--- config.mk ---
export PLATFORM = sky130hd
export DESIGN_NAME = double_dabble_bcd2bin
export DESIGN_NICKNAME = d
export VERILOG_FILES = /design/src/rtl/double_dabble_bcd2bin.sv
export SDC_FILE = /design/constraint.sdc
export NUM_CORES = 1
export LEC_CHECK = 0
export ABC_AREA = 0
export BUFFER_PORTS_ARGS = -buffer_cell sky130_fd_sc_hd__buf_4
export CAP_MARGIN = 20
export CORE_MARGIN = 2
export CORE_UTILIZATION = 55
export CTS_CLUSTER_SIZE = 12
export DETAILED_ROUTE_END_ITERATION = 12
export PLACE_DENSITY = 0.83
export SYNTH_ARGS = -nofsm -noshare
export SYNTH_HDL_FRONTEND = slang
export SYNTH_SLANG_ARGS = --single-unit
--- constraint.sdc ---
create_clock -name clk -period 1.9 [get_ports clk]
set_input_delay 0.095 -clock clk [delete_from_list [all_inputs] [get_ports clk]]
set_output_delay 0.095 -clock clk [all_outputs]
set_load 0.005 [all_outputs]
--- src/rtl/double_dabble_bcd2bin.sv ---
// Sequential BCD-to-binary converter (reverse double dabble) producing a signed,
// sign-extended two's-complement operand from sign-magnitude decimal digits.
module double_dabble_bcd2bin #(
    parameter int NUM_DIGITS  = 4,
    parameter int WIDTH       = 16,
    parameter int CHECK_PARAM = 1
) (
    input  logic             clk,
    input  logic             rst,
    input  logic             en,
    input  logic             start,
    input  logic [3:0]       bcd [NUM_DIGITS],
    input  logic             negative,
    output logic [WIDTH-1:0] bin,
    output logic             ready,
    output logic             done,
    output logic             error
);

    localparam int M  = $clog2(10 ** NUM_DIGITS);
    localparam int SW = 4 * NUM_DIGITS + M;
    localparam int CW = $clog2(M + 1);

    generate
        if (CHECK_PARAM != 0) begin : g_chk
            if (NUM_DIGITS == 0 || WIDTH < M + 1) begin : g_bad
                $fatal(1, "double_dabble_bcd2bin: NUM_DIGITS must be > 0 and WIDTH >= M+1");
            end
        end
    endgenerate

    typedef enum logic [1:0] {
        IDLE   = 2'd0,
        CONV   = 2'd1,
        FINISH = 2'd2
    } state_t;

    state_t                   state_q, state_d;
    logic        [SW-1:0]     sr_q, sr_d;
    logic        [CW-1:0]     cnt_q, cnt_d;
    logic                     neg_q, neg_d;
    logic                     inv_q, inv_d;
    logic signed [WIDTH-1:0]  bin_q, bin_d;
    logic                     done_q, done_d;
    logic                     error_q, error_d;
    logic        [SW-1:0]     sr_load;
    logic                     bad_digit;

    // One reverse iteration: shift right, then pull every digit >= 8 back by 3.
    function automatic logic [SW-1:0] dd_step(input logic [SW-1:0] s);
        logic [SW-1:0] r;
        r = s >> 1;
        for (int j = 0; j < NUM_DIGITS; j++) begin
            if (r[M+4*j +: 4] >= 4'd8) begin
                r[M+4*j +: 4] = r[M+4*j +: 4] - 4'd3;
            end
        end
        return r;
    endfunction

    function automatic logic signed [WIDTH-1:0] apply_sign(input logic [M-1:0] mag,
                                                           input logic          neg);
        logic signed [WIDTH-1:0] x;
        x = $signed({{(WIDTH-M){1'b0}}, mag});
        return neg ? -x : x;
    endfunction

    always_comb begin
        sr_load   = '0;
        bad_digit = 1'b0;
        for (int j = 0; j < NUM_DIGITS; j++) begin
            sr_load[M+4*j +: 4] = bcd[j];
            if (bcd[j] > 4'd9) begin
                bad_digit = 1'b1;
            end
        end
    end

    always_comb begin
        state_d = state_q;
        sr_d    = sr_q;
        cnt_d   = cnt_q;
        neg_d   = neg_q;
        inv_d   = inv_q;
        bin_d   = bin_q;
        done_d  = done_q;
        error_d = error_q;
        if (en) begin
            done_d = 1'b0;
            case (state_q)
                IDLE: begin
                    if (start) begin
                        if (bad_digit) begin
                            inv_d   = 1'b1;
                            state_d = FINISH;
                        end else begin
                            inv_d   = 1'b0;
                            sr_d    = sr_load;
                            neg_d   = negative;
                            cnt_d   = CW'(M);
                            state_d = CONV;
                        end
                    end
                end
                CONV: begin
                    sr_d  = dd_step(sr_q);
                    cnt_d = cnt_q - CW'(1);
                    if (cnt_q == CW'(1)) begin
                        state_d = FINISH;
                    end
                end
                FINISH: begin
                    done_d  = 1'b1;
                    error_d = inv_q;
                    bin_d   = inv_q ? '0 : apply_sign(sr_q[M-1:0], neg_q);
                    state_d = IDLE;
                end
                default: state_d = IDLE;
            endcase
        end
    end

    // Reset overrides en so an abort always lands in IDLE with cleared outputs.
    always_ff @(posedge clk) begin
        if (rst) begin
            state_q <= IDLE;
            sr_q    <= '0;
            cnt_q   <= '0;
            neg_q   <= 1'b0;
            inv_q   <= 1'b0;
            bin_q   <= '0;
            done_q  <= 1'b0;
            error_q <= 1'b0;
        end else begin
            state_q <= state_d;
            sr_q    <= sr_d;
            cnt_q   <= cnt_d;
            neg_q   <= neg_d;
            inv_q   <= inv_d;
            bin_q   <= bin_d;
            done_q  <= done_d;
            error_q <= error_d;
        end
    end

    assign bin   = bin_q;
    assign ready = (state_q == IDLE);
    assign done  = done_q;
    assign error = error_q;

endmodule

==> results.toml <==
[status]
status = "complete, no violations"

[clock_network]
clock_latency_ns = 0.32
cts_setup_buffers = 0
clock-root-buffer = "clkbuf_8"
clk_pin_slew_worst_paths_ns = 0.10
cts_tree = "done"
h-tree-depth = 2
cts_resized = 0
clock-sinks = 56
hold_buffers = 0
clockBufferDepth = 2
cts_inserted_buffers = 5

[cells_and_area]
drive_gt1_frac = 0.175
fin_util = 0.668
finalNetCount = 406
most-common-layout-cells = "56 x nand2_1, 56 x dfxtp_1, 50 x buf_4, 36 x a21oi_1, 23 x nor2_1"
antenna_cells = 0
area_growth_pct = 15.5

[setup_path]
crit_fanout = 10
required_ns = 2.15
cp-end-kind = "register"
rr_startpoint = "state_q[0]$_SDFFE_PP0P_"
worst_ep_arrival_time_ns = 1.90
reg2reg_to = "sr_q[24]$_SDFFE_PP0P_"
rrSetupSlack_ns = 0.25
crit_path_start_kind = "register"
critPathKind = "register to register"
reg2reg_depth = 5

[global_route]
grt_pass1_vias = 2230
grtUsageMet1 = 0.306
grt_max_degree = 51
met3_usage = 0.0375
grt_overflow_total = 0
grt-busiest-layer = "met2"
grt_antenna_before_repair = 0
grt_pass1_wl_um = 10000
grt_use_met2 = 0.371
track_usage = 0.227

[pwr]
p_leak_nw = 1.20
p_per_area_nw_per_um2 = 671
vdd_drop_max_mv = 0.444
p_total_mw = 2.16

[sta]
hold_viol = 0
maxSlewViolCount = 0
worstMarginPinSlew_ns = 0.507
worst_slack_ns = 0.255
finalSetupViolCount = 0
slew_headroom = 0.661
finalCritPeriodShare = 0.866
max_freq_mhz = 608
finClkSkew_ns = 0.0125
holdWs_ns = 0.0338
fin_crit_ns = 1.65
tns_ns = 0
rsz0062_at_grt = "false"

[job]
maxCapViolCount = 0

[synthesis]
synth_area_sq_um = 2790
ys_seq_area_frac = 0.403
async_reset_ff_frac = 0
synth_ff_type = "dfxtp_1"
ys_seq_elements = 56
synth_cells = 341
synth_edf_count = 0
syn-num-nets = 371
avgSynthCellArea_sq_um = 8.17
yosys.cell_types.count = 48
yosysWarnings = 0

[min_path]
holdCritStartpoint = "bcd[3]"
min_path_type = "input port to register"
min_path_cells = 3
holdPathEnd = "sr_q[29]$_SDFFE_PP0P_"

[route]
route.detailed.drc = 0
drt_wl_total_um = 5740
vias_per_cell = 5.45
drt_pre_antenna_iters = 4
drt_iter0_drc = 129
ant_nets = 0
vias = 2421
detail_route.wl_per_cell_um = 12.9

[placed_design]
gp_congestion = 0.806
pre_cts_ws_ns = 0.303
io_buffer_count = 39
dp_hpwl_um = 4120

[floorplanning]
start_util = 0.578
fp.dieW_um = 75.2
fp.dieH_um = 75.2
num_rows = 25
ios = 40
die_area_sq_um = 5650
core_sq_um = 4820
## cells in the mapped netlist (2+ instances only)
master | number | area share
nand3_2 | 2 | 0.0072
nor3b_1 | 2 | 0.0054
nand2_1 | 56 | 0.075
a21oi_1 | 36 | 0.065
o311ai_1 | 2 | 0.0063
nor3_1 | 7 | 0.013
xnor2_1 | 12 | 0.038
nand3_1 | 15 | 0.027
buf_2 | 4 | 0.0072
clkbuf_1 | 11 | 0.015
a22oi_1 | 4 | 0.011
o31a_1 | 2 | 0.0063
xor2_1 | 8 | 0.025
o21ai_0 | 10 | 0.018
or3_1 | 4 | 0.0090
o41ai_1 | 2 | 0.0063
nor2b_1 | 5 | 0.011
and2_1 | 2 | 0.0045
o21ai_1 | 11 | 0.020
nor2_1 | 23 | 0.031
nand2b_1 | 3 | 0.0067
o211ai_1 | 7 | 0.019
dfxtp_1 | 56 | 0.40
mux2i_1 | 3 | 0.011
buf_6 | 2 | 0.0081
buf_4 | 4 | 0.011
a311oi_1 | 5 | 0.016
ha_1 | 9 | 0.040
inv_1 | 14 | 0.019
a32oi_1 | 2 | 0.0063
## flip-flops by register name, indices dropped and copies added (netlist names)
signal / flops
cnt_q: 4
inv_q: 1
sr_q: 30
bin: 16
state_q: 2
error: 1
done: 1
neg_q: 1
## report_power, final
part | internal, mW | leakage, nW | switching, mW | total, mW
clock network | 0.263 | 0.0414 | 0.392 | 0.655
registers | 1.20 | 0.453 | 0.0324 | 1.23
logic | 0.115 | 0.708 | 0.154 | 0.269
total | 1.58 | 1.20 | 0.578 | 2.16
## critical path, cell delays in order (launching register included)
cell,delay [ns]
dfxtp_1,0.54
nor2b_2,0.43
nor2_1,0.07
a2111oi_0,0.38
a21oi_1,0.07
nor2_1,0.09
## cell type report
type	instances	area [sq um]
multi-input cells	249	1500
repair buffers	50	375
clock inverters	2	16.3
flip-flops and latches	56	1120
fillers	423	1600
clock buffers	6	72.6
well taps	67	83.8
inverters	14	52.6
## worst max-delay path by stage
stage                                        from                    end  slack [ns]  cells past startpoint
after global placement    state_q[0]$_SDFFE_PP0P_  sr_q[24]$_SDFFE_PP0P_        0.33                      5
after detailed placement     sr_q[2]$_SDFFE_PP0P_   bin[12]$_SDFFE_PP0P_        0.30                      5
after CTS                 state_q[0]$_SDFFE_PP0P_  sr_q[24]$_SDFFE_PP0P_        0.27                      5
after floorplan              sr_q[2]$_SDFFE_PP0P_   bin[12]$_SDFFE_PP0P_        0.43                      6
after global routing      state_q[0]$_SDFFE_PP0P_  sr_q[24]$_SDFFE_PP0P_        0.04                      5
final                     state_q[0]$_SDFFE_PP0P_  sr_q[24]$_SDFFE_PP0P_        0.25                      5
## per-stage QoR
step / instance area [sq um] / cells
2_1_floorplan: 2790 / 341
3_3_place_gp: 3130 / 436
3_5_place_dp: 3130 / 436
4_1_cts: 3220 / 444
5_1_grt: 3220 / 444
6_report: 3220 / 444
## layer usage
layer | vias to the layer above | share of wire
li1 | 1249 | -
met1 | 1108 | 0.49
met2 | 55 | 0.46
met3 | 9 | 0.039
met4 | 0 | 0.017
met5 | - | 0
## logic make-up after synthesis
| group | share of synthesized area |
|---|---|
| buffers and inverters | 0.0615 |
| multiplexers | 0.0108 |
| flip-flops | 0.403 |
| adder cells (fa/ha/maj) | 0.0404 |
| AO/OA/AOI/OAI | 0.210 |
| XOR/XNOR | 0.0629 |
| AND/OR/NAND/NOR | 0.212 |
Power figures use the tool's default switching activity.
